`config.mk`:
```
export PLATFORM = sky130hd
export DESIGN_NAME = wb_arbiter_2to1_flat
export DESIGN_NICKNAME = d
export VERILOG_FILES = /design/src/rtl/wb_arbiter_2to1_pkg.sv /design/src/rtl/wb_arbiter_2to1_if.sv /design/src/rtl/wb_arbiter_2to1_timeout.sv /design/src/rtl/wb_arbiter_2to1.sv /design/src/flat_wrapper.sv
export SDC_FILE = /design/constraint.sdc
export NUM_CORES = 1
export LEC_CHECK = 0
export CORE_AREA = 2 2 122 124
export CTS_BUF_LIST = sky130_fd_sc_hd__clkbuf_16
export DETAILED_ROUTE_END_ITERATION = 16
export DIE_AREA = 0 0 124 126
export GPL_ROUTABILITY_DRIVEN = 0
export GPL_TIMING_DRIVEN = 0
export PLACE_DENSITY_LB_ADDON = 0.1
export SETUP_SLACK_MARGIN = 0.1
export SLEW_MARGIN = 10
export SYNTH_ARGS = -nofsm -noshare
export SYNTH_HDL_FRONTEND = slang
export SYNTH_SLANG_ARGS = --single-unit
```
`constraint.sdc`:
```
create_clock -name clk -period 2.34 [get_ports clk]
set_clock_uncertainty 0.1 [all_clocks]
set_input_delay 0.702 -clock clk [delete_from_list [all_inputs] [get_ports clk]]
set_output_delay 0.702 -clock clk [all_outputs]
set_load 0.02 [all_outputs]
```
`src/rtl/wb_arbiter_2to1_pkg.sv`:
```
`default_nettype none
// ============================================================================
// wb_arbiter_2to1_pkg : shared FSM encodings, grant ids and width helper.
// Rev 1.0
// ============================================================================
package wb_arbiter_2to1_pkg;

  localparam logic [1:0] ARB_IDLE = 2'd0;
  localparam logic [1:0] ARB_GNT0 = 2'd1;
  localparam logic [1:0] ARB_GNT1 = 2'd2;

  localparam logic GNT_M0 = 1'b0;
  localparam logic GNT_M1 = 1'b1;

  // Bits needed to count from 0 to value-1.
  function automatic int clog2(input int value);
    int w;
    w = 0;
    for (int i = 0; i < 31; i++) begin
      if ((1 << i) < value) w = i + 1;
    end
    return w;
  endfunction

endpackage
`default_nettype wire

```
`src/rtl/wb_arbiter_2to1_if.sv`:
```
`default_nettype none
// ============================================================================
// wb_arbiter_2to1_if : one Wishbone B4 classic bus (master / slave views).
// Rev 1.0
// ============================================================================
interface wb_arbiter_2to1_if #(
  parameter int ADR_W = 30,
  parameter int DAT_W = 32,
  parameter int SEL_W = 4
);
  logic             cyc;
  logic             stb;
  logic             we;
  logic [ADR_W-1:0] adr;
  logic [DAT_W-1:0] dat_w;
  logic [SEL_W-1:0] sel;
  logic [DAT_W-1:0] dat_r;
  logic             ack;
  logic             err;

  modport master (output cyc, stb, we, adr, dat_w, sel, input  dat_r, ack, err);
  modport slave  (input  cyc, stb, we, adr, dat_w, sel, output dat_r, ack, err);
endinterface
`default_nettype wire

```
`src/rtl/wb_arbiter_2to1_timeout.sv`:
```
`default_nettype none
// ============================================================================
// wb_arb_timeout : watchdog counter flagging a slave that never terminates.
// Rev 1.0
// ============================================================================
module wb_arb_timeout
  import wb_arbiter_2to1_pkg::*;
#(
  parameter int TMO_CYC = 255
) (
  input  logic clk,
  input  logic rst,
  input  logic i_clr,
  input  logic i_inc,
  output logic o_hit
);
  localparam int CNT_W = clog2(TMO_CYC + 1);

  logic [CNT_W-1:0] r_cnt;

  // A hit self-clears so the error pulse lasts exactly one cycle.
  always_ff @(posedge clk) begin
    if (rst || i_clr || o_hit) r_cnt <= '0;
    else if (i_inc)            r_cnt <= r_cnt + 1'b1;
  end

  assign o_hit = (r_cnt == CNT_W'(TMO_CYC));
endmodule
`default_nettype wire

```
`src/rtl/wb_arbiter_2to1.sv`:
```
`default_nettype none
// ============================================================================
// wb_arbiter_2to1 : round-robin 2:1 Wishbone B4 classic arbiter; a grant is held
// for the whole CYC burst. Optional watchdog enabled by WB_ARB_TIMEOUT_EN.
// Rev 1.0
// ============================================================================
module wb_arbiter_2to1
  import wb_arbiter_2to1_pkg::*;
#(
  parameter int ADR_W   = 30,
  parameter int DAT_W   = 32,
  parameter int SEL_W   = 4,
  parameter int TMO_CYC = 255
) (
  input  logic              clk,
  input  logic              rst,
  wb_arbiter_2to1_if.slave  m0,
  wb_arbiter_2to1_if.slave  m1,
  wb_arbiter_2to1_if.master s
);
  logic [1:0]       r_state;
  logic [1:0]       w_next_state;
  logic             r_last_gnt;
  logic             w_tmo_hit;
  logic             w_cyc, w_stb, w_we;
  logic [ADR_W-1:0] w_adr;
  logic [DAT_W-1:0] w_dat;
  logic [SEL_W-1:0] w_sel;
  logic             w_m0_ack, w_m0_err, w_m1_ack, w_m1_err;

  always_ff @(posedge clk) begin
    if (rst) begin
      r_state    <= ARB_IDLE;
      r_last_gnt <= GNT_M1;
    end else begin
      r_state <= w_next_state;
      if (r_state == ARB_GNT0 && !m0.cyc)      r_last_gnt <= GNT_M0;
      else if (r_state == ARB_GNT1 && !m1.cyc) r_last_gnt <= GNT_M1;
    end
  end

  always_comb begin
    w_next_state = r_state;
    case (r_state)
      ARB_IDLE: begin
        if (m0.cyc && m1.cyc) w_next_state = (r_last_gnt == GNT_M0) ? ARB_GNT1 : ARB_GNT0;
        else if (m0.cyc)      w_next_state = ARB_GNT0;
        else if (m1.cyc)      w_next_state = ARB_GNT1;
      end
      ARB_GNT0: if (!m0.cyc) w_next_state = ARB_IDLE;
      ARB_GNT1: if (!m1.cyc) w_next_state = ARB_IDLE;
      default:  w_next_state = ARB_IDLE;
    endcase
  end

  // Acks are qualified by the owner's CYC so an abandoned transfer never completes.
  always_comb begin
    w_cyc    = 1'b0;
    w_stb    = 1'b0;
    w_we     = 1'b0;
    w_adr    = '0;
    w_dat    = '0;
    w_sel    = '0;
    w_m0_ack = 1'b0;
    w_m0_err = 1'b0;
    w_m1_ack = 1'b0;
    w_m1_err = 1'b0;
    if (!rst) begin
      case (r_state)
        ARB_GNT0: begin
          w_cyc    = m0.cyc;
          w_stb    = m0.stb && !w_tmo_hit;
          w_we     = m0.we;
          w_adr    = m0.adr;
          w_dat    = m0.dat_w;
          w_sel    = m0.sel;
          w_m0_ack = s.ack && m0.cyc;
          w_m0_err = (s.err && m0.cyc) || w_tmo_hit;
        end
        ARB_GNT1: begin
          w_cyc    = m1.cyc;
          w_stb    = m1.stb && !w_tmo_hit;
          w_we     = m1.we;
          w_adr    = m1.adr;
          w_dat    = m1.dat_w;
          w_sel    = m1.sel;
          w_m1_ack = s.ack && m1.cyc;
          w_m1_err = (s.err && m1.cyc) || w_tmo_hit;
        end
        default: ;
      endcase
    end
  end

`ifdef WB_ARB_TIMEOUT_EN
  logic w_tmo_inc;
  logic w_tmo_clr;

  assign w_tmo_inc = ((r_state == ARB_GNT0) && m0.stb) || ((r_state == ARB_GNT1) && m1.stb);
  assign w_tmo_clr = (r_state == ARB_IDLE) || s.ack || s.err;

  wb_arb_timeout #(.TMO_CYC(TMO_CYC)) u_timeout (
    .clk   (clk),
    .rst   (rst),
    .i_clr (w_tmo_clr),
    .i_inc (w_tmo_inc),
    .o_hit (w_tmo_hit)
  );
`else
  // No watchdog: err is a pure pass-through and the hit term is constant low.
  assign w_tmo_hit = (TMO_CYC < 0);
`endif

  assign s.cyc    = w_cyc;
  assign s.stb    = w_stb;
  assign s.we     = w_we;
  assign s.adr    = w_adr;
  assign s.dat_w  = w_dat;
  assign s.sel    = w_sel;
  assign m0.dat_r = s.dat_r;
  assign m1.dat_r = s.dat_r;
  assign m0.ack   = w_m0_ack;
  assign m0.err   = w_m0_err;
  assign m1.ack   = w_m1_ack;
  assign m1.err   = w_m1_err;
endmodule
`default_nettype wire

```
`src/flat_wrapper.sv`:
```
// flat-port wrapper written by rule: the top's interface ports become plain ports
module wb_arbiter_2to1_flat import wb_arbiter_2to1_pkg::*;
#(
  parameter int ADR_W   = 30,
  parameter int DAT_W   = 32,
  parameter int SEL_W   = 4,
  parameter int TMO_CYC = 255
)
  (clk, rst, m0_cyc, m0_stb, m0_we, m0_adr, m0_dat_w, m0_sel, m0_dat_r, m0_ack, m0_err, m1_cyc, m1_stb, m1_we, m1_adr, m1_dat_w, m1_sel, m1_dat_r, m1_ack, m1_err, s_cyc, s_stb, s_we, s_adr, s_dat_w, s_sel, s_dat_r, s_ack, s_err);
  wb_arbiter_2to1_if #(.ADR_W(ADR_W), .DAT_W(DAT_W), .SEL_W(SEL_W)) m0_i ();
  wb_arbiter_2to1_if #(.ADR_W(ADR_W), .DAT_W(DAT_W), .SEL_W(SEL_W)) m1_i ();
  wb_arbiter_2to1_if #(.ADR_W(ADR_W), .DAT_W(DAT_W), .SEL_W(SEL_W)) s_i ();
  input  logic clk;
  input  logic rst;
  input wire logic [$bits(m0_i.cyc)-1:0] m0_cyc;
  input wire logic [$bits(m0_i.stb)-1:0] m0_stb;
  input wire logic [$bits(m0_i.we)-1:0] m0_we;
  input wire logic [$bits(m0_i.adr)-1:0] m0_adr;
  input wire logic [$bits(m0_i.dat_w)-1:0] m0_dat_w;
  input wire logic [$bits(m0_i.sel)-1:0] m0_sel;
  output wire logic [$bits(m0_i.dat_r)-1:0] m0_dat_r;
  output wire logic [$bits(m0_i.ack)-1:0] m0_ack;
  output wire logic [$bits(m0_i.err)-1:0] m0_err;
  input wire logic [$bits(m1_i.cyc)-1:0] m1_cyc;
  input wire logic [$bits(m1_i.stb)-1:0] m1_stb;
  input wire logic [$bits(m1_i.we)-1:0] m1_we;
  input wire logic [$bits(m1_i.adr)-1:0] m1_adr;
  input wire logic [$bits(m1_i.dat_w)-1:0] m1_dat_w;
  input wire logic [$bits(m1_i.sel)-1:0] m1_sel;
  output wire logic [$bits(m1_i.dat_r)-1:0] m1_dat_r;
  output wire logic [$bits(m1_i.ack)-1:0] m1_ack;
  output wire logic [$bits(m1_i.err)-1:0] m1_err;
  output wire logic [$bits(s_i.cyc)-1:0] s_cyc;
  output wire logic [$bits(s_i.stb)-1:0] s_stb;
  output wire logic [$bits(s_i.we)-1:0] s_we;
  output wire logic [$bits(s_i.adr)-1:0] s_adr;
  output wire logic [$bits(s_i.dat_w)-1:0] s_dat_w;
  output wire logic [$bits(s_i.sel)-1:0] s_sel;
  input wire logic [$bits(s_i.dat_r)-1:0] s_dat_r;
  input wire logic [$bits(s_i.ack)-1:0] s_ack;
  input wire logic [$bits(s_i.err)-1:0] s_err;
  assign m0_i.cyc = m0_cyc;
  assign m0_i.stb = m0_stb;
  assign m0_i.we = m0_we;
  assign m0_i.adr = m0_adr;
  assign m0_i.dat_w = m0_dat_w;
  assign m0_i.sel = m0_sel;
  assign m0_dat_r = m0_i.dat_r;
  assign m0_ack = m0_i.ack;
  assign m0_err = m0_i.err;
  assign m1_i.cyc = m1_cyc;
  assign m1_i.stb = m1_stb;
  assign m1_i.we = m1_we;
  assign m1_i.adr = m1_adr;
  assign m1_i.dat_w = m1_dat_w;
  assign m1_i.sel = m1_sel;
  assign m1_dat_r = m1_i.dat_r;
  assign m1_ack = m1_i.ack;
  assign m1_err = m1_i.err;
  assign s_cyc = s_i.cyc;
  assign s_stb = s_i.stb;
  assign s_we = s_i.we;
  assign s_adr = s_i.adr;
  assign s_dat_w = s_i.dat_w;
  assign s_sel = s_i.sel;
  assign s_i.dat_r = s_dat_r;
  assign s_i.ack = s_ack;
  assign s_i.err = s_err;
  wb_arbiter_2to1 #(.ADR_W(ADR_W), .DAT_W(DAT_W), .SEL_W(SEL_W), .TMO_CYC(TMO_CYC)) u_core (.clk(clk), .rst(rst), .m0(m0_i), .m1(m1_i), .s(s_i));
endmodule
```
=== Word level (Yosys, flattened, before mapping) ===
Index checks and enable logic that the tools add are counted.

* Register bits: 3
* Input port bits: 174
* Output and inout bits: 137
* Word-level logic and storage cells: 48

* Eq/ne operators: 5
* Multiplexer cells: 29
* Reductions and logical operators: 12

{| class="wikitable"
|+ Operator list
! cell !! number
|-
| $pmux 32 s2 || 1
|-
| $pmux 30 s2 || 1
|-
| $mux 32 || 1
|-
| $mux 30 || 1
|-
| $mux 1 || 13
|-
| $mux 2 || 6
|-
| $pmux 4 s2 || 1
|-
| $logic_and 1x1->1 || 7
|-
| $pmux 1 s2 || 3
|-
| $pmux 2 s3 || 1
|-
| $mux 4 || 1
|-
| $ne 2x2->1 const B || 2
|-
| $ne 4x3->1 const B || 1
|-
| $reduce_and 3->1 || 1
|-
| $eq 2x1->1 const B || 1
|-
| $eq 2x2->1 const B || 1
|-
| $logic_not 1->1 || 2
|-
| $logic_not 2->1 || 1
|-
| $reduce_bool 2->1 || 1
|}

=== Depth between registers and ports, before layout ===
Gate-level depths: netlist (run 1).

* Depth after elaboration: 4
* Depth in mapped cells: 7

=== Worst setup path after synthesis (run 1) ===
No wires, ideal clock.

* Path type: input -> output
* Start: input rst
* End: output s_adr[10]
* Arrival time: 1.398 ns
* Required time: 1.538 ns
* Path slack: 0.140 ns
* Cell stages on the path: 4
* Path through: nand2b_4 -> buf_6 -> buf_2 -> nor2_1

* Longest elaborated chain between the ends: 1

{| class="wikitable"
|+ RTL lines
! item !! line !! source
|-
| from (decl) || flat_wrapper.sv:14 || <nowiki>input logic rst;</nowiki>
|-
| $mux 30 || wb_arbiter_2to1.sv:68 || <nowiki>if (!rst) begin</nowiki>
|-
| to (decl) || flat_wrapper.sv:36 || <nowiki>output wire logic [$bits(s_i.adr)-1:0] s_adr;</nowiki>
|}

Every way passes these cells.

=== Worst setup path after layout (run 1) ===
* Start: register u_core.r_state[0]
* End: output s_sel[1]

* Longest elaborated chain between the ends: 3
* Elaborated cells between the ends (all ways): 4
* Those cells by class: 2 x eq/ne; 2 x mux

{| class="wikitable"
|+ RTL lines
! item !! line !! source
|-
| from (decl) || wb_arbiter_2to1.sv:21 || <nowiki>logic [1:0] r_state;</nowiki>
|-
| from (signal assigned) || wb_arbiter_2to1.sv:36 || <nowiki>r_state <= w_next_state;</nowiki>
|-
| $eq 2x2->1 or $eq 2x1->1 (tied branches) || wb_arbiter_2to1.sv:69 || <nowiki>case (r_state)</nowiki>
|-
| $pmux 4 s2 * || wb_arbiter_2to1.sv:69 ||
|-
| $mux 4 * || wb_arbiter_2to1.sv:68 ||
|-
| to (decl) || flat_wrapper.sv:38 || <nowiki>output wire logic [$bits(s_i.sel)-1:0] s_sel;</nowiki>
|}

Every way passes the cells marked *; elsewhere a longest branch is shown, timed or not.

==> Implementation_results.wiki, run 1 <==
{| class="wikitable"
! Metric !! Value
|-
| Setup slack after layout || -0.03849 ns
|-
| Full die area || about 16,000 µm²
|-
| Detail Placement HPWL || 8287 µm
|-
| Synth area leader || sky130_fd_sc_hd__a22oi_1
|-
| Leakage dissipation || 2.188 nW
|-
| Floorplan core area || 14,310 µm²
|-
| Final Cycle Share || 101.6%
|-
| H-tree depth || 1
|-
| Number of setup violations in the final report || 43
|-
| FF+latch count, synth || 3
|-
| Most frequent CP cell || sky130_fd_sc_hd__buf_12
|-
| Max frequency || 420.4 MHz
|-
| Crit path time final || between 2 and 2.5 ns
|-
| Worst path cell trace || inv_2 -> ha_4 -> nand2b_4 -> buf_12 -> buf_12 -> buf_12 -> nor2_4 -> buf_6
|-
| Via count of the first global-routing pass || 2,911
|-
| Worst-Margin Slew || about 0.27 ns
|-
| Max transition margin || 81.96%
|-
| Clock transition at path regs || about 0.030 ns
|-
| Footprint of the flip-flops and latches || 62.56 µm²
|-
| Max stage delay on crit path || 0.33 ns
|-
| EDFF count, synth || 0
|-
| Final std cell area, no fill || 5456 µm²
|-
| Most frequently used cell type in the post-synthesis netlist || sky130_fd_sc_hd__a22oi_1
|-
| Highest ir drop seen on vdd || between 200 and 250 µV
|-
| Vias || 2,884
|-
| Residual antenna-violating net count after detailed routing || 0
|-
| Clock Tree Root || sky130_fd_sc_hd__clkbuf_16
|-
| Syn_nets || 434
|-
| Clk buf depth || 2
|-
| Antenna violations before repair || 0
|-
| Clock network latency to the later pin of the worst-skew pair || 0.22 ns
|-
| Met3 Routed Length || approximately 1200 µm
|-
| Sequential area share after synthesis || about 3.5%
|-
| Num Clock Sinks || 3
|-
| Highest signal layer in the routed design || met4
|-
| Remaining design rule violation count || 0
|-
| Final net count || roughly 730
|-
| Rows || between 40 and 50
|-
| Combined area of all synthesized cells || 1720 µm²
|-
| Number of pins with negative max-slew slack in the final report || 0
|-
| Initial Utilization || 12.02%
|-
| Hold Vio Cnt, Final || 0
|-
| All-layer global routing usage || 11.86%
|-
| Crit path launch type || register
|-
| Distinct cell type count of the synthesized netlist || 23
|-
| Largest net degree at the start of global routing || 11
|-
| Power per cell area || around 340 nW/µm²
|-
| RSZ-0062 raised after global routing || yes
|-
| Detailed-route wire length on metal 1 || 3326 µm
|-
| Master of the slowest instance on the critical path || sky130_fd_sc_hd__dfxtp_2
|-
| Clock tree from TritonCTS || done
|-
| Leading post-synthesis cells by cell area || sky130_fd_sc_hd__a22oi_1, sky130_fd_sc_hd__buf_4, sky130_fd_sc_hd__nor2_1
|-
| Router iterations before antenna repair || 4
|-
| Clock buffers created by TritonCTS || 3
|-
| Maximum fanout count along the critical path || 7
|-
| Chip Width || ~120 µm
|-
| Hold buffers post-CTS || 0
|-
| Wire length reported by the detailed router || 10,380 µm
|-
| Finished Core Util || 38.12%
|-
| Synth-to-Final Area Change || 217.2%
|-
| Iter 0 DRT Violations || 55
|-
| Crit. End Element || output port
|-
| Global-route wire length before repair || 14,610 µm
|-
| Ratio of cells with drive above 1 in the final layout || 49.09%
|-
| Post-synth top area share || between 20% and 30%
|-
| WL/cell || 14.18 µm
|-
| Synthesized area per cell || between 6 and 7 µm²
|-
| Die Span Y || 126 µm
|-
| Required time at the endpoint of the critical path || 1.54 ns
|-
| Gate count after technology mapping || roughly 260
|-
| Signal arrival time at the worst endpoint || 1.58 ns
|-
| Category of the most critical setup path || register to output port
|-
| Primary FF master, synth || sky130_fd_sc_hd__dfxtp_1
|-
| Amount of wire on met2 after detailed routing || roughly 5800 µm
|-
| Path type of the worst min-delay path || register to register
|-
| Inserted Diodes || 0
|-
| Worst slack after detailed placement || -1.100 ns
|-
| Multi-input gate area in the final layout || approximately 1400 µm²
|-
| Maxcap violations || 0
|-
| Avg Vias per Cell || 3.940
|-
| Placed instance area || 4733 µm²
|-
| Top post-synthesis cells by count || sky130_fd_sc_hd__a22oi_1, sky130_fd_sc_hd__buf_4, sky130_fd_sc_hd__nor2_1
|-
| Result of the run || complete, but fails checks
|-
| Count of buffers inserted at the top-level ports || 278
|-
| Number of primary I/O pins || 311
|-
| Total congestion overflow || 0
|-
| Total number of yosys warnings || 0
|-
| Number of fill cells || 1,494
|-
| Violated checks || setup timing
|-
| Async set-reset flop share out of synthesis || 0%
|}
cells in the final DEF, fill, tap and decap left out, types with 2 or more instances in the layout:
| master | instances |
|---|---|
| sky130_fd_sc_hd__clkdlybuf4s50_1 | 190 |
| sky130_fd_sc_hd__buf_4 | 125 |
| sky130_fd_sc_hd__a22oi_2 | 55 |
| sky130_fd_sc_hd__nor2_1 | 43 |
| sky130_fd_sc_hd__buf_6 | 19 |
| sky130_fd_sc_hd__nor2_4 | 16 |
| sky130_fd_sc_hd__nor2_2 | 15 |
| sky130_fd_sc_hd__a22oi_1 | 14 |
| sky130_fd_sc_hd__dlymetal6s2s_1 | 9 |
| sky130_fd_sc_hd__clkbuf_16 | 8 |
| sky130_fd_sc_hd__buf_12 | 6 |
| sky130_fd_sc_hd__clkbuf_8 | 5 |
| sky130_fd_sc_hd__dlygate4sd2_1 | 5 |
| sky130_fd_sc_hd__buf_8 | 4 |
| sky130_fd_sc_hd__buf_2 | 4 |
| sky130_fd_sc_hd__inv_1 | 3 |
| sky130_fd_sc_hd__nor2b_1 | 3 |
| sky130_fd_sc_hd__inv_2 | 2 |
| sky130_fd_sc_hd__nand2b_4 | 2 |
| sky130_fd_sc_hd__nand2_1 | 2 |
| sky130_fd_sc_hd__nand2b_1 | 2 |
| sky130_fd_sc_hd__buf_16 | 2 |
| sky130_fd_sc_hd__dfxtp_2 | 2 |
logic make-up (layout without fill, tap and decap cells):
| group | after synthesis | count (layout) | synth area share [%] |
|---|---|---|---|
| buffers and inverters | 92 | 383 | 36.80 |
| and+or+nand+nor | 84 | 84 | 24.44 |
| AOI/OAI and AO/OA | 74 | 74 | 32.51 |
| adders and majority gates | 3 | 3 | 2.182 |
| DFF | 3 | 3 | 3.491 |
| muxes | 1 | 1 | 0.5818 |
flip-flops by register name, indices dropped and copies added, names as in the netlist:
register	count
u_core.r_last_gnt	1
u_core.r_state	2
layer usage:
metal | vias to the layer above | GRT usage, %
met2 | 161 | 24.08
met3 | 4 | 3.714
met5 | - | 0
li1 | 1412 | -
met1 | 1307 | 11.80
met4 | 0 | 1.256
worst paths after layout:
path                                        from                              to  slack, ns  cells after the start
setup / recovery  u_core.r_state[0]$_SDFFE_PP0P_                        s_sel[1]      -0.04                      8
hold / removal    u_core.r_last_gnt$_SDFFE_PP1P_  u_core.r_last_gnt$_SDFFE_PP1P_       0.41                      2
setup reg to reg  u_core.r_state[0]$_SDFFE_PP0P_  u_core.r_state[1]$_SDFFE_PP0P_       0.74                      6
hold reg to reg   u_core.r_last_gnt$_SDFFE_PP1P_  u_core.r_last_gnt$_SDFFE_PP1P_       0.41                      2
layout make-up:
class,instances,share of cell area [%]
clock inverters,1,0.06879
multi-input cells,162,25.71
clock buffers,3,1.376
inverters,4,0.2752
repair buffers,289,51.71
plain buffers,86,15.50
well taps,184,4.219
flip-flops and latches,3,1.147
what timing repair did:
| item | CTS | global route |
|---|---|---|
| gates cloned | 2 | 2 |
| setup endpoints to repair | 73 | 73 |
| setup buffers | 5 | 2 |
| pin swaps | 15 | 6 |
| gates resized for setup | 495 | 56 |
worst max-delay path, delay by kind of cell (launching register included):
family / cells / cell delay (ns)
buffers and inverters: 5 / 0.60
DFF: 1 / 0.33
adders and majority gates: 1 / 0.27
and+or+nand+nor: 2 / 0.13
through the flow:
stage | instances | total power, mW | setup TNS (ns) | hold WS, ns
floorplan | 257 | 0.6698 | 0 | 0.3647
global placement | 719 | 1.216 | -70.44 | 0.3901
detailed placement | 719 | 1.225 | -72.15 | 0.4012
CTS | 728 | 1.755 | -0.4404 | 0.4012
global route | 732 | 1.944 | -5.251 | 0.4666
finish | 732 | 1.836 | -0.6392 | 0.4144
where the power goes:
part           internal [mW]  switching (mW)  total, mW
registers             0.0595         0.00537     0.0648
logic                  0.842           0.661       1.50
clock network          0.220          0.0479      0.268
Power figures use the tool's default switching activity.
==> inputs of run 2 (changes only) <==
--- a/config.mk
+++ b/config.mk
@@ -5,6 +5,7 @@
 export SDC_FILE = /design/constraint.sdc
 export NUM_CORES = 1
 export LEC_CHECK = 0
+export CAP_MARGIN = 40
 export CORE_AREA = 2 2 122 124
 export CTS_BUF_LIST = sky130_fd_sc_hd__clkbuf_16
 export DETAILED_ROUTE_END_ITERATION = 16
==> results of run 2 <==
Final layout, timing and power as in run 1 (identical DEF).
